`config.mk`:
```
export PLATFORM = sky130hd
export DESIGN_NAME = mult_booth_param
export DESIGN_NICKNAME = d
export VERILOG_FILES = /design/src/rtl/mult_div_pkg.sv /design/src/rtl/booth_r4_sel.sv /design/src/rtl/mult_booth_param.sv
export SDC_FILE = /design/constraint.sdc
export NUM_CORES = 1
export LEC_CHECK = 0
export CAP_MARGIN = 20
export CORE_MARGIN = 5
export CORE_UTILIZATION = 40
export DETAILED_ROUTE_END_ITERATION = 16
export SLEW_MARGIN = 0
export SYNTH_ARGS = -nofsm -noshare
export SYNTH_HDL_FRONTEND = slang
export SYNTH_SLANG_ARGS = --single-unit
```
`constraint.sdc`:
```
create_clock -name clk -period 6.3 [get_ports clk]
set_input_delay 1.26 -clock clk [delete_from_list [all_inputs] [get_ports clk]]
set_output_delay 1.26 -clock clk [all_outputs]
set_load 0.05 [all_outputs]
```
`src/rtl/mult_div_pkg.sv`:
```
// rtl/mult_div_pkg.sv - shared types and helpers for the mult/div unit
package mult_div_pkg;

    typedef enum logic [1:0] {
        ST_IDLE = 2'd0,
        ST_RUN  = 2'd1,
        ST_DONE = 2'd2
    } md_state_t;

    typedef enum logic [2:0] {
        SEL_ZERO = 3'd0,
        SEL_PA   = 3'd1,
        SEL_P2A  = 3'd2,
        SEL_MA   = 3'd3,
        SEL_M2A  = 3'd4
    } booth_sel_t;

    // Radix-4 recoding of the window {b[i+1], b[i], b[i-1]}.
    function automatic booth_sel_t booth_decode(input logic [2:0] window);
        booth_sel_t sel;
        case (window)
            3'b001, 3'b010: sel = SEL_PA;
            3'b011:         sel = SEL_P2A;
            3'b100:         sel = SEL_M2A;
            3'b101, 3'b110: sel = SEL_MA;
            default:        sel = SEL_ZERO;
        endcase
        return sel;
    endfunction

    function automatic int iter_count(input int width);
        return (width + 2) / 2;
    endfunction

endpackage

```
`src/rtl/booth_r4_sel.sv`:
```
// rtl/booth_r4_sel.sv - radix-4 Booth addend selector (0, +/-A, +/-2A)
module booth_r4_sel
    import mult_div_pkg::*;
#(
    parameter int E = 34
) (
    input  logic [2:0]   i_window,
    input  logic [E-1:0] i_a,
    output logic [E+1:0] o_addend
);

    logic [E+1:0] w_a_ext;

    assign w_a_ext = {{2{i_a[E-1]}}, i_a};

    always_comb begin
        o_addend = '0;
        case (booth_decode(i_window))
            SEL_PA:  o_addend = w_a_ext;
            SEL_P2A: o_addend = w_a_ext << 1;
            SEL_MA:  o_addend = -w_a_ext;
            SEL_M2A: o_addend = -(w_a_ext << 1);
            default: o_addend = '0;
        endcase
    end

endmodule

```
`src/rtl/mult_booth_param.sv`:
```
// rtl/mult_booth_param.sv - multicycle radix-4 Booth multiplier, signed/unsigned, full product
module mult_booth_param
    import mult_div_pkg::*;
#(
    parameter int WIDTH = 32
) (
    input  logic             clk,
    input  logic             reset_n,
    input  logic             ctrl_MULT,
    input  logic             is_signed,
    input  logic [WIDTH-1:0] multiplicand,
    input  logic [WIDTH-1:0] multiplier,
    output logic [WIDTH-1:0] data_result,
    output logic [WIDTH-1:0] data_result_hi,
    output logic             data_exception,
    output logic             data_resultRDY,
    output logic             busy
);

    localparam int E     = WIDTH + 2;
    localparam int N     = iter_count(WIDTH);
    localparam int CNT_W = $clog2(N + 1);
    localparam int PW    = 2 * E + 1;

    generate
        if (WIDTH < 4 || (WIDTH % 2) != 0) begin : g_width_check
            $error("mult_booth_param: WIDTH must be even and >= 4");
        end
    endgenerate

    md_state_t        r_state;
    md_state_t        w_next_state;
    logic [E-1:0]     r_a;
    logic [PW-1:0]    r_p;
    logic [CNT_W-1:0] r_count;
    logic             r_signed;
    logic [WIDTH-1:0] r_lo;
    logic [WIDTH-1:0] r_hi;
    logic             r_exc;
    logic             r_rdy;
    logic             r_busy;

    logic [E-1:0]     w_ext_a;
    logic [E-1:0]     w_ext_b;
    logic [E+1:0]     w_addend;
    logic [E+1:0]     w_sum;
    logic [PW-1:0]    w_p_next;
    logic             w_last;
    logic [WIDTH-1:0] w_lo;
    logic [WIDTH-1:0] w_hi;
    logic             w_exc;
    logic             w_unused;

    assign w_ext_a = {{2{is_signed & multiplicand[WIDTH-1]}}, multiplicand};
    assign w_ext_b = {{2{is_signed & multiplier[WIDTH-1]}}, multiplier};

    booth_r4_sel #(.E(E)) u_sel (
        .i_window (r_p[2:0]),
        .i_a      (r_a),
        .o_addend (w_addend)
    );

    // Two guard bits absorb the +/-2A addend before the arithmetic shift.
    assign w_sum    = {{2{r_p[PW-1]}}, r_p[PW-1:E+1]} + w_addend;
    assign w_p_next = {w_sum, r_p[E:2]};
    assign w_last   = (r_state == ST_RUN) && (r_count == CNT_W'(N - 1));
    assign w_lo     = w_p_next[WIDTH:1];
    assign w_hi     = w_p_next[2*WIDTH:WIDTH+1];
    assign w_exc    = r_signed ? (w_hi != {WIDTH{w_lo[WIDTH-1]}})
                               : (w_hi != {WIDTH{1'b0}});
    assign w_unused = ^{w_p_next[PW-1:2*WIDTH+1], w_p_next[0]};

    always_ff @(posedge clk or negedge reset_n) begin
        if (!reset_n) begin
            r_state <= ST_IDLE;
        end else begin
            r_state <= w_next_state;
        end
    end

    always_comb begin
        w_next_state = r_state;
        case (r_state)
            ST_IDLE: if (ctrl_MULT) w_next_state = ST_RUN;
            ST_RUN: begin
                if (ctrl_MULT)   w_next_state = ST_RUN;
                else if (w_last) w_next_state = ST_DONE;
            end
            ST_DONE: if (ctrl_MULT) w_next_state = ST_RUN;
            default: w_next_state = ST_IDLE;
        endcase
    end

    always_ff @(posedge clk or negedge reset_n) begin
        if (!reset_n) begin
            r_a      <= '0;
            r_p      <= '0;
            r_count  <= '0;
            r_signed <= 1'b0;
            r_lo     <= '0;
            r_hi     <= '0;
            r_exc    <= 1'b0;
            r_rdy    <= 1'b0;
            r_busy   <= 1'b0;
        end else if (ctrl_MULT) begin
            // A new start always wins, including an abort of a running operation.
            r_a      <= w_ext_a;
            r_p      <= {{E{1'b0}}, w_ext_b, 1'b0};
            r_count  <= '0;
            r_signed <= is_signed;
            r_exc    <= 1'b0;
            r_rdy    <= 1'b0;
            r_busy   <= 1'b1;
        end else if (r_state == ST_RUN) begin
            r_p     <= w_p_next;
            r_count <= r_count + CNT_W'(1);
            if (w_last) begin
                r_lo   <= w_lo;
                r_hi   <= w_hi;
                r_exc  <= w_exc;
                r_rdy  <= 1'b1;
                r_busy <= 1'b0;
            end
        end
    end

    assign data_result    = r_lo;
    assign data_result_hi = r_hi;
    assign data_exception = r_exc;
    assign data_resultRDY = r_rdy;
    assign busy           = r_busy;

endmodule

```
# [Yosys cells after proc, flatten, opt, wreduce, memory -nomap -nowiden]
# Index checks and enable logic that the tools add are counted.
# Widths: inputs -> output; s select.
[classes] n_addsub=4 n_reduce_logical=11 eq_ne=16 n_mux=20 bitwise_logic=3
[op_table] op="$pmux 36 s4" n=1
[op_table] op="$mux 69" n=2
[op_table] op="$neg 36->36" n=2
[op_table] op="$add 36x36->36" n=1
[op_table] op="$ne 32x32->1" n=1
[op_table] op="$reduce_bool 32->1" n=1
[op_table] op="$eq 3x2->1 const B" n=4
[op_table] op="$eq 3x3->1 const B" n=4
[op_table] op="$pmux 3 s4" n=1
[op_table] op="$mux 1" n=10
[op_table] op="$mux 5" n=2
[op_table] op="$eq 3x1->1 const B" n=2
[op_table] op="$mux 2" n=3
[op_table] op="$reduce_or 2->1" n=3
[op_table] op="$add 5x1->5 const B" n=1
[op_table] op="$eq 5x5->1 const B" n=1
[op_table] op="$pmux 2 s2" n=1
[op_table] op="$reduce_and 2->1" n=2
[op_table] op="$reduce_bool 2->1" n=2
[op_table] op="$ne 3x3->1 const B" n=1
[op_table] op="$reduce_and 3->1" n=1
[op_table] op="$and 1x1->1" n=2
[op_table] op="$eq 2x1->1 const B" n=1
[op_table] op="$eq 2x2->1 const B" n=1
[op_table] op="4 further kinds" n=4
[word_totals] reg_bits=177 in_bits=68 output_inout_bits=67 wordCells=64

# [Depth between registers and ports, before layout]
[depth] ltp_word=11 ltp_mapped=24 depth_no_buf=23

# [Cells and area by module]
# A second synthesis with hierarchy kept.
[hier_totals] cells_unflattened=1374 hier_area_um2=11538.6
[by_module_without_submodules] mod="mult_booth_param" seq_area_each_um2=4429.2 cells_per_inst=1029 area_each_um2=9381.5 instances=1
[by_module_without_submodules] mod="booth_r4_sel" seq_area_each_um2=0.0 cells_per_inst=345 area_each_um2=2157.1 instances=1

# [Least setup slack after synthesis]
# OpenSTA, ideal clock, no wires.
[synth_timing] path_kind="reg2reg" from="register r_a[0]" to="register r_exc (netlist: data_exception)" arrival_time_ns=5.526 path_buffers=1 stages_incl_launch_ff=25 setup_time_ns=0.131 period_less_slack_ns=5.658 path_slack_ns=0.642 t_required_ns=6.169 path_cell_list="dfrtp_1 > inv_1 > ha_1 > or4b_4 > or3_4 > or3_4 > or3_4 > nor3_2 > nor2b_1 > xor2_1 > a22oi_1 > nor2_1 > a221o_1 > ha_1 > clkbuf_1 > nand4_1 > nor4_1 > nand3_1 > a31oi_1 > nor2_1 > or4_1 > nor4_1 > o2111ai_1 > o21ai_0 > a21oi_1"
[synth_via] elab_chain_len=8 word_cells_on_any_way=10 classes_between="add/sub (3); eq/ne (1); mux (5); reduce/logical (1)"
[synth_rtl] element="start, declared" line="mult_booth_param.sv:33" rtl="logic [E-1:0] r_a;"
[synth_rtl] element="start signal, assigned" line="mult_booth_param.sv:107" rtl="r_a <= w_ext_a;"
[synth_rtl] element="$neg 36->36 (on tied branches)" line="booth_r4_sel.sv:21, booth_r4_sel.sv:22"
[synth_rtl] element="$pmux 36 s4 (*)" line="booth_r4_sel.sv:18" rtl="case (booth_decode(i_window))"
[synth_rtl] element="$add 36x36->36 (*)" line="mult_booth_param.sv:64" rtl="assign w_sum = {{2{r_p[PW-1]}}, r_p[PW-1:E+1]} + w_addend;"
[synth_rtl] element="$ne 32x32->1 or $reduce_bool 32->1 (tied branches)" line="mult_booth_param.sv:69, mult_booth_param.sv:70"
[synth_rtl] element="$mux 1 (*)" line="mult_booth_param.sv:69" rtl="assign w_exc = r_signed ? (w_hi != {WIDTH{w_lo[WIDTH-1]}})"
[synth_rtl] element="$mux 1 (*)" line="mult_booth_param.sv:117" rtl="if (w_last) begin"
[synth_rtl] element="$mux 1 (*)" line="mult_booth_param.sv:114" rtl="end else if (r_state == ST_RUN) begin"
[synth_rtl] element="$mux 1 (*)" line="mult_booth_param.sv:105" rtl="end else if (ctrl_MULT) begin"
[synth_rtl] element="end signal, assigned" line="mult_booth_param.sv:120" rtl="r_exc <= w_exc;"
[synth_rtl] element="end, declared" line="mult_booth_param.sv:39" rtl="logic r_exc;"
# Every way passes the cells marked *; elsewhere a longest branch is shown, timed or not. The select of a mux whose other input is x is not followed.
# A chain may end at the register's enable or synchronous reset.

# [Worst setup path after layout]
# Ends and elaborated chain as after synthesis.

==> results.md <==
* Largest family of logic cells by synthesized area: simple AND/OR/NAND/NOR gates
* Clock share of power at 0.234
* Initial antenna violation count at 0
* Share of cells above drive strength 1 at 0.0957
* Design area at 13900 um^2
* Number of DRC markers in iteration 0 at 1009
* Global route total overflow at 0
* H-tree Lvls at 4
* Max cap viols at 0
* Compound-gate portion of the synthesized area at 0.187
* Hold Worst Slack at 476 ps
* DRC at 0
* P per Cell Area at 350 nW/um^2
* Tot GR Track Use at 0.218
* Chip Width at 180 um
* Worst-Skew Late Latency at 440 ps
* Period utilisation layout at 0.939
* Seq/Total Area, Yosys at 0.385
* DR WL/cell at 18.8 um
* Cell count after synthesis at 1394
* Initial core utilization at 0.403
* Max stage delay cell, worst path: or4_1
* Seq cells post-synth at 177
* Vias/cell at 5.64
* Core area at 28500 um^2
* Final setup violation count at 0
* Total die area at 32300 um^2
* Final hold vios at 0
* CP max FO at 9
* Internal at 2.72 mW
* Post-synthesis mux area share at 0.0587
* Final min period at 5920 ps
* Yosys cell types at 75
* Slowest stage delay, CP at 540 ps
* Post-synth ARST share at 1.00
* WP buf/inv at 2
* # IOs at 135
* CTS tree: yes
* Mapped Nets at 1501
* Critical Path RT at 6610 ps
* PortBufs at 134
* Syn Area/Cell at 8.26 um^2
* Outcome: finished clean
* Gate power share at 0.468
* Synth Area in Adders at 0.0430
* Leakage Power at 6.04 nW
* Clock Tree Root: clkbuf_16
* Antenna cells at 0
* TritonCTS Buffers at 17
* HP Class: flip-flop to flip-flop
* Most common cell on crit path: or3_4
* Vias in the first global route at 10.5k
* YS warnings at 0
* Endpoint class of the critical path: flip-flop
* Area post-placement at 13200 um^2
* Net load switching power at 2.15 mW
* Setup crit start kind: flip-flop
* Fmax at 169 MHz
* Final clock skew at 21.6 ps
* CP top delay family: simple AND/OR/NAND/NOR gates
* Flop2flop setup slack at 380 ps
* Row Count at 62
* DR vias at 10.6k
* Ys flop type: dfrtp_1
* Rel. slew slack at 0.339
* Sw Ratio at 0.441
* Antenna Violating Nets Remaining at 0
* Post-synth EDFFs at 0
* Crit Path Category: flip-flop to flip-flop
* Pin count of the biggest net entering global routing at 126
* Post-CTS Hold Buffers at 0
* Die Ht at 180 um
* Simple-gate area share of the yosys netlist at 0.226
* # clock sinks at 177
* First-pass GRT wire length at 58500 um
* Crit path cell chain: inv_1 > ha_1 > or4b_4 > or3_4 > or3_4 > or3_4 > nor3_2 > nor2b_1 > xor2_1 > a22oi_1 > nor2_1 > a221o_1 > ha_4 > nand4_1 > nor4_4 > a22oi_2 > a31oi_4 > buf_4 > a21boi_0 > xnor2_2 > or4_1 > o22ai_1 > a21oi_1
* Layout overhead on the synthesized area at 21.1%
* Final #Nets at 1599
* Commonest non-fill, non-tap cell in the layout: nand2_1
* Max Transition Viols Final at 0
* WP data arrival at 6230 ps
* Detailed Place HPWL at 25500 um
* Drt total wl at 35500 um
* Post-synthesis cell area at 11500 um^2
* Xor/xnor share of the synthesized area at 0.0540
* VDD IR-drop max at 0.244 mV
* Flop pwr share at 0.298
* Least-Margin Pin Slew at 992 ps
* Clock buffer depth at 2
* Final Wtd Congestion at 0.934
* First-pass DRT Iterations at 7
* Clock-pin transition on the worst setup and hold timing paths at 90 ps
* Commonest non-fill, non-tap cells in the layout: 338 x nand2_1, 177 x dfrtp_1, 132 x clkdlybuf4s50_1
* RSZ-0062 raised after global routing: no
[worst paths after layout]
path / end / cells past startpoint / start
min reg2reg: data_result_hi[18] / 2 / data_result_hi[18]
max in group asynchronous: data_result_hi[7] / 3 / reset_n
min in group asynchronous: r_a[26] / 1 / reset_n
max: data_exception / 23 / r_a[0]
max reg2reg: data_exception / 23 / r_a[0]
min: data_result_hi[18] / 2 / data_result_hi[18]
[registers in the layout (all words and copies together), names as in the netlist]
name,count
r_a,33
busy,1
r_count,5
data_result,32
data_exception,1
data_result_hi,32
data_resultRDY,1
r_state,2
r_signed,1
r_p,69
[metrics by stage]
stage / worst slack, ps / utilization / setup TNS (ps) / power [mW] / std cells
finish: 385 / 0.488 / 0 / 4.87 / 1889
global placement: 132 / 0.461 / 0 / 3.66 / 1854
CTS: 8.38 / 0.483 / 0 / 4.82 / 1886
floorplan: 642 / - / 0 / 2.88 / 1394
detailed placement: -109 / 0.461 / -109 / 3.66 / 1854
global route: 44.6 / 0.488 / 0 / 5.19 / 1889
[cells in the mapped netlist, types with 17 or more instances]
library cell,instances,area [um^2]
clkbuf_1,70,263
a22oi_1,17,128
o21ai_0,118,591
inv_1,20,75.1
xor2_1,27,236
dfrtp_1,177,4430
nand3_1,25,125
xnor2_1,44,385
ha_1,38,475
mux2_2,28,315
nand2_1,338,1270
nand2b_1,20,125
mux2i_1,36,360
nor2_1,79,297
nor3_1,30,150
a21oi_1,96,480
[timing repair]
item                                    4_1_cts  5_1_grt
cloned                                        0        0
endpoints found under the setup margin        1        3
pin swaps                                     0        3
setup buffers                                 0        2
gates resized for setup                       1       18
endpoints found under the hold margin         0        0
[kinds of logic (layout without fill, tap and decap cells)]
kind of cell | Yosys count | count (layout)
buffers and inverters | 114 | 225
xor gates and xnor gates | 71 | 71
muxes | 64 | 64
adders and majority gates | 39 | 39
and+or+nand+nor | 581 | 581
DFF | 177 | 177
AOI/OAI and AO/OA | 348 | 348
[per-layer routing]
layer,share of wire,vias to the layer above,global-route usage,routed length [um]
li1,-,5098,-,-
met1,0.44,5153,0.298,15600
met2,0.48,348,0.356,16900
met3,0.058,46,0.0404,2050
met4,0.026,0,0.0634,914
met5,0,-,0,0
[worst register-to-register path, cell delays in order, from the launching register on]
cell	delay (ps)
dfrtp_1	390
inv_1	100
ha_1	210
or4b_4	520
or3_4	360
or3_4	340
or3_4	370
nor3_2	170
nor2b_1	80
xor2_1	160
a22oi_1	190
nor2_1	60
a221o_1	320
ha_4	340
nand4_1	230
nor4_4	340
a22oi_2	140
a31oi_4	210
buf_4	150
a21boi_0	130
xnor2_2	210
or4_1	540
o22ai_1	170
a21oi_1	80
[area by class of cell]
| class | instances | area (um^2) |
|---|---|---|
| Clock inverter | 15 | 211 |
| Tap cell | 384 | 480 |
| Timing Repair Buffer | 173 | 1660 |
| Clock buffer | 17 | 425 |
| Inverter | 20 | 75.1 |
| Sequential cell | 177 | 4430 |
| Fill cell | 2812 | 14600 |
| Multi-Input combinational cell | 1103 | 6660 |
[power by group through the flow]
stage	combinational, mW	clock [mW]	sequential, mW
after floorplan	1.39	0	1.49
after global routing	2.49	1.22	1.47
after global placement	2.20	0	1.47
after detailed placement	2.20	0	1.47
after CTS	2.21	1.16	1.45
final	2.28	1.14	1.45
Power figures use the tool's default switching activity.
